**src/rtl/div_unit.sv**
```systemverilog
`default_nettype none
// ============================================================================
//  Module   : div_unit
//  Purpose  : Multi-cycle radix-2 restoring divider serving DIV / DIVU in the
//             execute stage. One quotient bit is produced per RUN cycle; the
//             sign fix is applied in DONE, alongside the one-cycle ready pulse.
//  Ports    : clk        - rising-edge clock
//             rst        - asynchronous reset, active-high
//             a, b       - dividend / divisor (rs / rt in E stage)
//             signed_div - 1 = DIV (two's complement), 0 = DIVU
//             start      - request a new division (sampled in IDLE only)
//             annul      - pipeline flush, abandons the current operation
//             result     - {hi = remainder, lo = quotient}
//             ready      - one-cycle pulse, result valid
//             div_stall  - stall request to the hazard unit (combinational)
//  Options  : DIV_EARLY_EXIT_EN - when defined, divide-by-zero and |a| < |b|
//             finish in a single cycle (IDLE -> DONE).
//  Revision : 1.0 - initial release
// ============================================================================
module div_unit #(
    parameter int WIDTH = 32
) (
    input  logic                 clk,
    input  logic                 rst,
    input  logic [WIDTH-1:0]     a,
    input  logic [WIDTH-1:0]     b,
    input  logic                 signed_div,
    input  logic                 start,
    input  logic                 annul,
    output logic [2*WIDTH-1:0]   result,
    output logic                 ready,
    output logic                 div_stall
);

    localparam int              c_CNT_W   = (WIDTH > 1) ? $clog2(WIDTH) : 1;
    localparam logic [c_CNT_W-1:0] c_CNT_LAST = c_CNT_W'(WIDTH - 1);

    localparam logic [1:0] c_IDLE = 2'd0;
    localparam logic [1:0] c_RUN  = 2'd1;
    localparam logic [1:0] c_DONE = 2'd2;

    logic [1:0]           r_state;
    logic [1:0]           w_nextState;
    logic [c_CNT_W-1:0]   r_count;
    logic [WIDTH-1:0]     r_divisor;
    logic [WIDTH-1:0]     r_rem;
    logic [WIDTH-1:0]     r_quo;
    logic                 r_signQ;
    logic                 r_signR;
    logic [2*WIDTH-1:0]   r_result;

    logic                 w_aNeg;
    logic                 w_bNeg;
    logic [WIDTH-1:0]     w_absA;
    logic [WIDTH-1:0]     w_absB;
    logic                 w_bZero;
    logic                 w_accept;
    logic [WIDTH:0]       w_remShift;
    logic [WIDTH:0]       w_diff;
    logic                 w_borrow;
    logic [WIDTH-1:0]     w_fixedQuo;
    logic [WIDTH-1:0]     w_fixedRem;
    logic                 w_done;
`ifdef DIV_EARLY_EXIT_EN
    logic                 w_aLtB;
`endif

    // ------------------------------------------------------------------------
    // Operand conditioning
    // ------------------------------------------------------------------------
    assign w_aNeg   = signed_div & a[WIDTH-1];
    assign w_bNeg   = signed_div & b[WIDTH-1];
    // Magnitude of the most negative value wraps to itself, which read as an
    // unsigned WIDTH-bit number is exactly 2^(WIDTH-1): no extra bit needed.
    assign w_absA   = w_aNeg ? ({WIDTH{1'b0}} - a) : a;
    assign w_absB   = w_bNeg ? ({WIDTH{1'b0}} - b) : b;
    assign w_bZero  = (b == {WIDTH{1'b0}});
    assign w_accept = start & ~annul;
`ifdef DIV_EARLY_EXIT_EN
    assign w_aLtB   = (w_absA < w_absB);
`endif

    // ------------------------------------------------------------------------
    // One restoring step. The partial remainder is always below the divisor,
    // so the shifted value fits WIDTH+1 bits and the top bit of the
    // WIDTH+1-bit difference is a reliable borrow flag.
    // ------------------------------------------------------------------------
    assign w_remShift = {r_rem, r_quo[WIDTH-1]};
    assign w_diff     = w_remShift - {1'b0, r_divisor};
    assign w_borrow   = w_diff[WIDTH];

    assign w_fixedQuo = r_signQ ? ({WIDTH{1'b0}} - r_quo) : r_quo;
    assign w_fixedRem = r_signR ? ({WIDTH{1'b0}} - r_rem) : r_rem;

    // ------------------------------------------------------------------------
    // State register
    // ------------------------------------------------------------------------
    always_ff @(posedge clk or posedge rst) begin
        if (rst) begin
            r_state <= c_IDLE;
        end else begin
            r_state <= w_nextState;
        end
    end

    // ------------------------------------------------------------------------
    // Next-state and outputs
    // ------------------------------------------------------------------------
    always_comb begin
        w_nextState = r_state;
        div_stall   = 1'b0;
        w_done      = 1'b0;
        case (r_state)
            c_IDLE: begin
                div_stall = w_accept;
                if (w_accept) begin
`ifdef DIV_EARLY_EXIT_EN
                    w_nextState = (w_bZero | w_aLtB) ? c_DONE : c_RUN;
`else
                    w_nextState = c_RUN;
`endif
                end
            end
            c_RUN: begin
                div_stall = ~annul;
                if (annul) begin
                    w_nextState = c_IDLE;
                end else if (r_count == c_CNT_LAST) begin
                    w_nextState = c_DONE;
                end
            end
            c_DONE: begin
                w_done      = ~annul;
                w_nextState = c_IDLE;
            end
            default: begin
                w_nextState = c_IDLE;
            end
        endcase
    end

    // The fresh value is forwarded during DONE so it is valid alongside ready;
    // r_result keeps it afterwards. An annul in DONE shows the old value.
    assign ready  = w_done;
    assign result = w_done ? {w_fixedRem, w_fixedQuo} : r_result;

    // ------------------------------------------------------------------------
    // Datapath
    // ------------------------------------------------------------------------
    always_ff @(posedge clk or posedge rst) begin
        if (rst) begin
            r_count   <= '0;
            r_divisor <= '0;
            r_rem     <= '0;
            r_quo     <= '0;
            r_signQ   <= 1'b0;
            r_signR   <= 1'b0;
            r_result  <= '0;
        end else begin
            case (r_state)
                c_IDLE: begin
                    if (w_accept) begin
                        r_count   <= '0;
                        r_divisor <= w_absB;
                        if (w_bZero) begin
                            // Divide by zero reports raw a and all-ones with
                            // no sign fix. Iterating on a zero divisor yields
                            // exactly that, so only the signs are cleared.
`ifdef DIV_EARLY_EXIT_EN
                            r_rem <= a;
                            r_quo <= '1;
`else
                            r_rem <= '0;
                            r_quo <= a;
`endif
                            r_signQ <= 1'b0;
                            r_signR <= 1'b0;
                        end
`ifdef DIV_EARLY_EXIT_EN
                        else if (w_aLtB) begin
                            // Quotient 0, remainder |a|; the remainder sign
                            // fix restores the original a.
                            r_rem   <= w_absA;
                            r_quo   <= '0;
                            r_signQ <= 1'b0;
                            r_signR <= w_aNeg;
                        end
`endif
                        else begin
                            r_rem   <= '0;
                            r_quo   <= w_absA;
                            r_signQ <= w_aNeg ^ w_bNeg;
                            r_signR <= w_aNeg;
                        end
                    end
                end
                c_RUN: begin
                    r_rem   <= w_borrow ? w_remShift[WIDTH-1:0] : w_diff[WIDTH-1:0];
                    r_quo   <= {r_quo[WIDTH-2:0], ~w_borrow};
                    r_count <= r_count + 1'b1;
                end
                c_DONE: begin
                    if (!annul) begin
                        r_result <= {w_fixedRem, w_fixedQuo};
                    end
                end
                default: begin
                end
            endcase
        end
    end

endmodule
`default_nettype wire
```
**config.mk**
```make
export PLATFORM = sky130hd
export DESIGN_NAME = div_unit
export DESIGN_NICKNAME = d
export VERILOG_FILES = /design/src/rtl/div_unit.sv
export SDC_FILE = /design/constraint.sdc
export NUM_CORES = 1
export LEC_CHECK = 0
export CAP_MARGIN = 20
export CORE_ASPECT_RATIO = 0.9
export CORE_MARGIN = 2
export CORE_UTILIZATION = 45
export DETAILED_ROUTE_END_ITERATION = 8
export PLACE_DENSITY = 0.68
export RECOVER_POWER = 50
export SYNTH_ARGS = -nofsm -noshare
export SYNTH_HDL_FRONTEND = slang
export SYNTH_SLANG_ARGS = --single-unit
```
**constraint.sdc**
```tcl
create_clock -name clk -period 7.5 [get_ports clk]
set_input_delay 1.125 -clock clk [delete_from_list [all_inputs] [get_ports clk]]
set_output_delay 1.125 -clock clk [all_outputs]
set_load 0.02 [all_outputs]
```
After elaboration in Yosys (flattened, before gate mapping). Cells that the tools add are included.

Flip-flop bits (word level): 169. Logic and storage cells: 53. Bits of input ports: 69. Output and inout port bits: 66.

Reductions and logical operators: 7. Bitwise operators: 6. Add/sub/neg operators: 6. Equal/unequal tests: 5. Muxes and demuxes: 21.

Operator list (number): 32-bit 2-to-1 mux (8); 32-bit case mux with 2 select lines (2); 1-bit by 32-bit subtractor with 32-bit output (first input constant) (4); 64-bit 2-to-1 mux (1); 33-bit by 32-bit subtractor with 33-bit output (1); 32-bit zero test (1); 5-bit case mux with 2 select lines (1); 2-bit AND reduction (4); 2-bit 2-to-1 mux (3); 5-bit by 1-bit adder with 5-bit output (second input constant) (1); 5-bit == test (second input constant) (1); 5-bit 2-to-1 mux (1); 2-bit case mux with 2 select lines (1); 1-bit AND (3); 1-bit 2-to-1 mux (3); 3-bit inequality test (second input constant) (1); 2-bit by 1-bit == test with 1-bit output (second input constant) (1); 2-bit == test (second input constant) (1); 2-bit zero test (1); 2-bit inequality test (second input constant) (1); 1-bit inverter (2); 1-bit case mux with 2 select lines (1); 2-bit nonzero test (1); 1-bit bitwise XOR (1).

Depth between registers and ports, before layout. Gate-level depths: netlist of the first run.

Depth after elaboration: 5. Mapped depth: 13. Mapped depth without buffers: 12.

Least setup slack after synthesis of the first run. OpenSTA, ideal clock, no wires.

Kind: reg2out. Start point: reg r_quo[2]. End point: out result[29]. Cell stages (with the launch flop): 11. Slack: 3400 ps. Path buffers: 1. Arrival: 2975 ps. Data required time: 6375 ps. Cell sequence: dfrtp_1 clkbuf_1 nor4_1 nand3_1 or3_1 nand2b_1 or3_1 nand2b_1 o31ai_1 xor2_1 o21ai_0.

Word-level cells in the longest chain between the ends: 3.

RTL lines: start, declared (RTL line 47) `logic [WIDTH-1:0] r_quo;`; start signal, assigned (RTL line 191) `r_quo <= w_absA;`; start signal, assigned (RTL line 199) `r_quo <= {r_quo[WIDTH-2:0], ~w_borrow};`; 1-bit by 32-bit subtractor with 32-bit output (RTL line 92) `assign w_fixedQuo = r_signQ ? ({WIDTH{1'b0}} - r_quo) : r_quo;`; 32-bit 2-to-1 mux (RTL line 92); 64-bit 2-to-1 mux (RTL line 145) `assign result = w_done ? {w_fixedRem, w_fixedQuo} : r_result;`; end, declared (RTL line 30) `output logic [2*WIDTH-1:0] result,`.

No other way between the ends.

Final worst setup path of the first run.
Start point: in annul. End point: out result[37].

Word-level cells in the longest chain between the ends: 3.

RTL lines: start, declared (RTL line 29) `input logic annul,`; 1-bit inverter (no source line); 1-bit 2-to-1 mux (RTL line 113) `case (r_state)`; 64-bit 2-to-1 mux (RTL line 145).

No other way between the ends.

==> results of run 1 <==
[stage by stage]
step	worst slack (ns)	hold WS [ns]	power, mW	instance area (um2)
2_1_floorplan	1.80	0.449	2.85	11000
3_3_place_gp	2.74	0.462	3.32	12500
6_report	1.86	0.482	4.27	13100
4_1_cts	2.25	0.488	4.29	13100
3_5_place_dp	2.70	0.471	3.35	12500
5_1_grt	1.43	0.496	4.61	13100
[logic make-up after synthesis]
| logic type | Yosys count | share of synthesized area [%] |
|---|---|---|
| AO/OA/AOI/OAI | 399 | 21.7 |
| XOR/XNOR | 145 | 11.7 |
| adder cells (fa/ha/maj) | 39 | 4.52 |
| buffers and inverters | 123 | 4.44 |
| flip-flops | 169 | 38.6 |
| multiplexers | 32 | 2.94 |
| AND/OR/NAND/NOR | 364 | 16.2 |
[final timing paths]
check	to	slack [ns]
min	r_divisor[18]$_DFFE_PP0P_	0.48
min in group asynchronous	r_result[10]$_DFFE_PP0P_	2.43
max reg2reg	r_rem[1]$_DFFE_PP0P_	3.65
max	result[37]	1.86
min reg2reg	r_divisor[18]$_DFFE_PP0P_	0.48
max in group asynchronous	r_result[47]$_DFFE_PP0P_	2.82
[routing by layer]
metal | vias up | GRT usage (%) | routed length, um
li1 | 4704 | - | -
met1 | 4342 | 33.1 | 13700
met5 | - | 0 | 0
met2 | 208 | 32.7 | 11900
met4 | 0 | 5.17 | 265
met3 | 26 | 2.81 | 1080
[report_power, final]
part	switching [mW]	internal [mW]
Sequential	0.258	1.10
Combinational	1.12	0.885
Clock	0.397	0.520
Total	1.77	2.50
[sequential cells by signal (all words and copies together) (netlist names)]
name and count:
r_result 64, r_divisor 32, r_quo 32, r_rem 32, r_count 5, r_state 2
r_signQ 1, r_signR 1
[worst max-delay path, cell delays in order]
cell and delay (ns):
dlygate4sd3_1 0.61, nor2_1 0.07, nand2_1 1.16, buf_4 0.64
nand2_1 0.09, o21ai_0 0.13, clkdlybuf4s50_1 0.66
[synth_stat cells (all sizes together), types with 11 or more instances]
cell	count
a31oi	11
nor2	34
nand2b	18
o31ai	34
clkbuf	61
xnor2	50
or4	12
nor4	12
or3	21
nand2	164
dfrtp	169
nor3	17
o21ai	213
mux2i	30
inv	52
ha	38
a21oi	52
a22oi	32
nand3	51
a21o	14
xor2	95
[layout make-up]
class | instances | share of cell area, %
multi-input cells | 979 | 47.9
flip-flops and latches | 169 | 32.3
repair buffers | 142 | 10.7
clock buffers | 19 | 3.46
well taps | 308 | 2.94
inverters | 52 | 1.50
clock inverters | 12 | 1.18
==> impl_results.md, run 1 <==
- CP max FO: 70
- Initial Util: 45.5%
- Post-CTS resize count: 0
- Sink Count: 169
- Crit path capture type: output port
- CTS clock-pin slew for the worst setup and hold paths: 0.07 ns
- Worst EP arrival: 4.52 ns
- Slew HR: -190%
- CP Launch Point: annul
- GR Util All Layers: 21.7%
- Post-synth ARST share: 100%
- HPWL Detailed: 19.8 mm
- # fillers: 2,252
- Warnings from Yosys: 0
- Vias in the first global route: 8,908
- Later-pin clock latency in the skew report: 0.43 ns
- Total wire length: 26.9 mm
- Inserted Clock Buffers: 17
- Finished Layout Cells: 1,681
- Hold Crit Class: reg -> reg
- Seq/Total Area, Yosys: 38.6%
- Hold path startpoint: r_divisor[18]$_DFFE_PP0P_
- Diodes inserted: 0
- Failing checks: capacitance limit, slew limit
- Area taken by multi-input logic gates: 6270 um2
- Slew of the pin with the lowest slew margin: 4.32 ns
- Setup TNS Final: 0 ns
- Worst r2r src: r_quo[31]$_DFFE_PP0P_
- Post-CTS Setup Bufs: 0
- Clk_skew: 0.0133 ns
- Num rows: 54
- Yosys top cell area share: 38.6%
- End-of-flow core utilization: 54.3%
- First-pass GRT wire length: 45.7 mm
- Worst Path Required: 6.38 ns
- RSZ-0062 raised after global routing: false
- IO buf count: 134
- Top cells by area, synth: dfrtp_1 (39%), o21ai_0 (9.2%), xor2_1 (7.6%), nand2_1 (5.6%), ha_1 (4.3%)
- Crit start category: input pin
- Register bit total from synthesis: 169
- Congestion Overflow GR: 0
- Root Buffer: clkbuf_16
- Synth area leader: dfrtp_1
- Register area: 4230 um2
- CTS Hold Bufs: 0
- Status: finished, violations left
- Residual DRC count: 0
- Drt via density: 5.52
- TritonCTS clock tree: done
- Period minus WS final: 5.64 ns
- Most common cell after layout, fill and taps aside: o21ai_0
- Synthesized area: 11,000 um2
- Initial DRT Pass Iterations: 5
- Most frequent cells in the layout: o21ai_0 (201), dfrtp_1 (169), nand2_1 (163), clkdlybuf4s50_1 (132), xor2_1 (95)
- Pwr/cell area: 326 nW/um2
- Final hold vios: 0
- Routed Antenna Nets: 0
- Crit Path Class: in -> out
- Pin count of the biggest net entering global routing: 101
- Fin. max-slew vios: 235
- Initial DRC count: 593
- Unique cell type count in the Yosys netlist: 61
- EDFF count, synth: 0
- Top Ports: 135
- Area delta synth->final: 19.4%
- Register-to-Register Path Depth: 13
- Die Area: 25,600 um2
- Worst vdd ir: 0.229 mV
- Inst Count DP: 1,649
- Die width: 169 um
- Nets@finish: 1,469
- Max Cap Viol: 4
- WHS Path Cells: 2
- Clock Path Buffers: 2
- Core area: 24,100 um2
- Antenna violations before repair: 0
- Syn Inst Count: 1,271
- Routed vias: 9,280
- Final Cycle Share: 75.3%
- Mapped Nets: 1,379
- Syn avg cell area: 8.63 um2
- Gpl congestion: 0.892
- CTS H-tree depth: 4
- Die Y: 152 um
- Top_reg_cell synth: dfrtp_1
- Layout cells sized above 1: 4.44%
- Max Clock Freq: 177 MHz
- Leakage: 5.51 nW
- Setup-failing EPs final: 0
- Routed wire per std cell: 16.0 um
(Power assumes the default switching activity.)
==> inputs of run 2 (changes only) <==
==> constraint.sdc (replaced) <==
create_clock -name clk -period 5.9 [get_ports clk]
set_input_delay 0.885 -clock clk [delete_from_list [all_inputs] [get_ports clk]]
set_output_delay 0.885 -clock clk [all_outputs]
set_load 0.02 [all_outputs]
==> run 2 against run 1 <==
  * The run still ends with capacitance limit, slew limit left
  * Final cell count hardly changed
  * Die area did not move
  * Critical path depth grew 3
  * Non-clock buffer count grew 1
  * Count of clock-buffer cells in the layout unchanged
  * Flip-flop and latch count unchanged
  * Worst setup slack lost 0.93 ns
  * Hold slack worse by 0.0020 ns
  * Sequential power up 28%
  * Register-to-register slack got worse by 1.9 ns
  * Via count up 2.6%
  * Global-route usage rose by 0.20 points
  * Critical endpoint is now result[29]
==> impl_results.md, run 2 (same netlist as run 1, synthesis figures left out) <==
- Antenna violations before repair: 0 (unchanged)
- Pin count of the biggest net entering global routing: 130 (+29%)
- Root Buffer: clkbuf_16
- Top Ports: 135 (unchanged)
- Initial DRT Pass Iterations: 5 (unchanged)
- Worst path cell trace: nor4_1 > nand3_1 > or3_1 > nand2b_1 > or3_1 > nand2b_1 > o31ai_1 > xor2_1 > o21ai_0 > clkdlybuf4s50_1
- GR Util All Layers: 21.9% (+0.20 points)
- Die width: 169 um (unchanged)
- Cell family with most CP delay: simple AND/OR/NAND/NOR gates
- Initial Util: 45.5% (unchanged)
- Initial DRC count: 656 (+11%)
- Residual DRC count: 0 (unchanged)
- Placed Area: 12,500 um2 (about the same)
- First-pass GRT wire length: 45.7 mm (about the same)
- Most frequent cells in the layout: o21ai_0 (201), dfrtp_1 (169), nand2_1 (163), clkdlybuf4s50_1 (132), xor2_1 (95)
- Later-pin clock latency in the skew report: 0.43 ns (about the same)
- Congestion Overflow GR: 0 (unchanged)
- Gpl congestion: 0.901 (+0.94%)
- Max Clock Freq: 201 MHz
- CTS H-tree depth: 4 (unchanged)
- Fin. max-slew vios: 204 (-13%)
- Core area: 24,100 um2 (unchanged)
- CTS Hold Bufs: 0 (unchanged)
- Status: finished, violations left
- Sink Count: 169 (unchanged)
- Slowest cell on the critical path: clkdlybuf4s50_1
- Post-CTS Setup Bufs: 0 (unchanged)
- CTS clock-pin slew for the worst setup and hold paths: 0.06 ns (about the same)
- Most Crowded Layer GR: met2
- CP max FO: 7 (-90%)
- Worst Path Required: 5.02 ns (-1.36 ns)
- Post-CTS resize count: 0 (unchanged)
- Routed vias: 9,517 (+2.6%)
- IO buf count: 134 (unchanged)
- Area delta synth->final: 19.4% (about the same)
- Setup-failing EPs final: 0 (unchanged)
- Drt via density: 5.66 (+2.5%)
- Crit start category: flip-flop
- Num rows: 54 (unchanged)
- Failing checks: capacitance limit, slew limit
- Met3 GRT Util: 2.84% (+0.026 points)
- Crit path capture type: output port
- HPWL Detailed: 20.1 mm (+1.9%)
- Inserted Clock Buffers: 17 (unchanged)
- Hold WS: 0.480 ns (-0.00202 ns)
- Pwr/cell area: 412 nW/um2 (+26%)
- Top reg by flops: r_result
- Worst vdd ir: 0.256 mV (+12%)
- Most common cell after layout, fill and taps aside: o21ai_0
- Final instance area: 13,100 um2 (about the same)
- GR Util met2: 32.7% (-0.059 points)
- Max reg flops: 64 (unchanged)
- Final hold vios: 0 (unchanged)
- Die Y: 152 um (unchanged)
- Hold Crit Class: reg -> reg
- Leakage: 5.50 nW (-0.13%)
- # fillers: 2,238 (-0.62%)
- Max Cap Viol: 3 (-1)
- Period minus WS final: 4.98 ns
- RSZ-0062 raised after global routing: false
- Nets@finish: 1,470 (+0.068%)
- Clock Path Buffers: 2 (unchanged)
- CP Buf/Inv Count: 1 (-2)
- Routed Antenna Nets: 0 (unchanged)
- Worst EP arrival: 4.09 ns (-0.43 ns)
- Max incr delay on CP: 0.67 ns (-0.49 ns)
- Met1 usage in global routing: 32.7% (-0.47 points)
- Setup TNS Final: 0 ns (unchanged)
- Routed wire per std cell: 16.3 um (+1.9%)
- Layout cells sized above 1: 4.44% (about the same)
- TritonCTS clock tree: done
- Final Cycle Share: 84.4%
- Die Area: 25,600 um2 (unchanged)
- Total wire length: 27.5 mm (+2.0%)
- Clk_skew: 0.0101 ns (-0.00321 ns)
- Diodes inserted: 0 (unchanged)
- Slew HR: -150% (+40 points)
- Slew of the pin with the lowest slew margin: 3.75 ns (-0.570 ns)
- Vias in the first global route: 8,924 (+0.18%)
- Crit Path Class: reg -> out
## run 2: worst paths after layout
| check | startpoint | slack (ns) | cells after the start | endpoint |
|---|---|---|---|---|
| max | r_quo[2]$_DFFE_PP0P_ | 0.92 | 10 | result[29] |
| max reg2reg | r_quo[31]$_DFFE_PP0P_ | 1.73 | 13 | r_rem[13]$_DFFE_PP0P_ |
| max in group asynchronous | rst | 1.35 | 3 | r_result[36]$_DFFE_PP0P_ |
| min | r_divisor[9]$_DFFE_PP0P_ | 0.48 | 2 | r_divisor[9]$_DFFE_PP0P_ |
| min in group asynchronous | rst | 2.30 | 2 | r_result[10]$_DFFE_PP0P_ |
| min reg2reg | r_divisor[9]$_DFFE_PP0P_ | 0.48 | 2 | r_divisor[9]$_DFFE_PP0P_ |
## run 2: area by class of cell
type | count | area, um2 | share of cell area (%)
timing repair buffer | 143 | 1420 | 10.8
sequential | 169 | 4230 | 32.3
multi-input combinational | 979 | 6280 | 48.0
inverter | 52 | 195 | 1.49
tap | 308 | 385 | 2.94
clock buffer | 19 | 433 | 3.31
clock inverter | 12 | 143 | 1.09
## run 2: where the power goes
group          internal (mW)  leakage (nW)  total (mW)  switching, mW
sequential              1.39          2.21        1.73          0.333
combinational           1.12          3.02        2.55           1.43
clock                  0.628         0.272        1.12          0.487
## run 2: worst min-delay path, delay by kind of cell, from the launching register on
kind               cells  cell delay, ns
AOI/OAI and AO/OA      1            0.06
and+or+nand+nor        1            0.04
DFF                    1            0.34
## run 2: layer usage
metal	up-vias	routed length [um]
met1	4486	13500
met2	270	11900
met4	0	679
met3	41	1400
li1	4720	-
met5	-	0
## run 2: stage by stage
stage	std cells	util (%)	setup WS (ns)	total power [mW]
2_1_floorplan	1271	-	0.440	3.62
3_3_place_gp	1650	51.9	1.38	4.23
3_5_place_dp	1650	51.9	1.37	4.27
4_1_cts	1681	54.2	0.926	5.40
5_1_grt	1682	54.3	0.470	5.80
6_report	1682	54.3	0.923	5.39
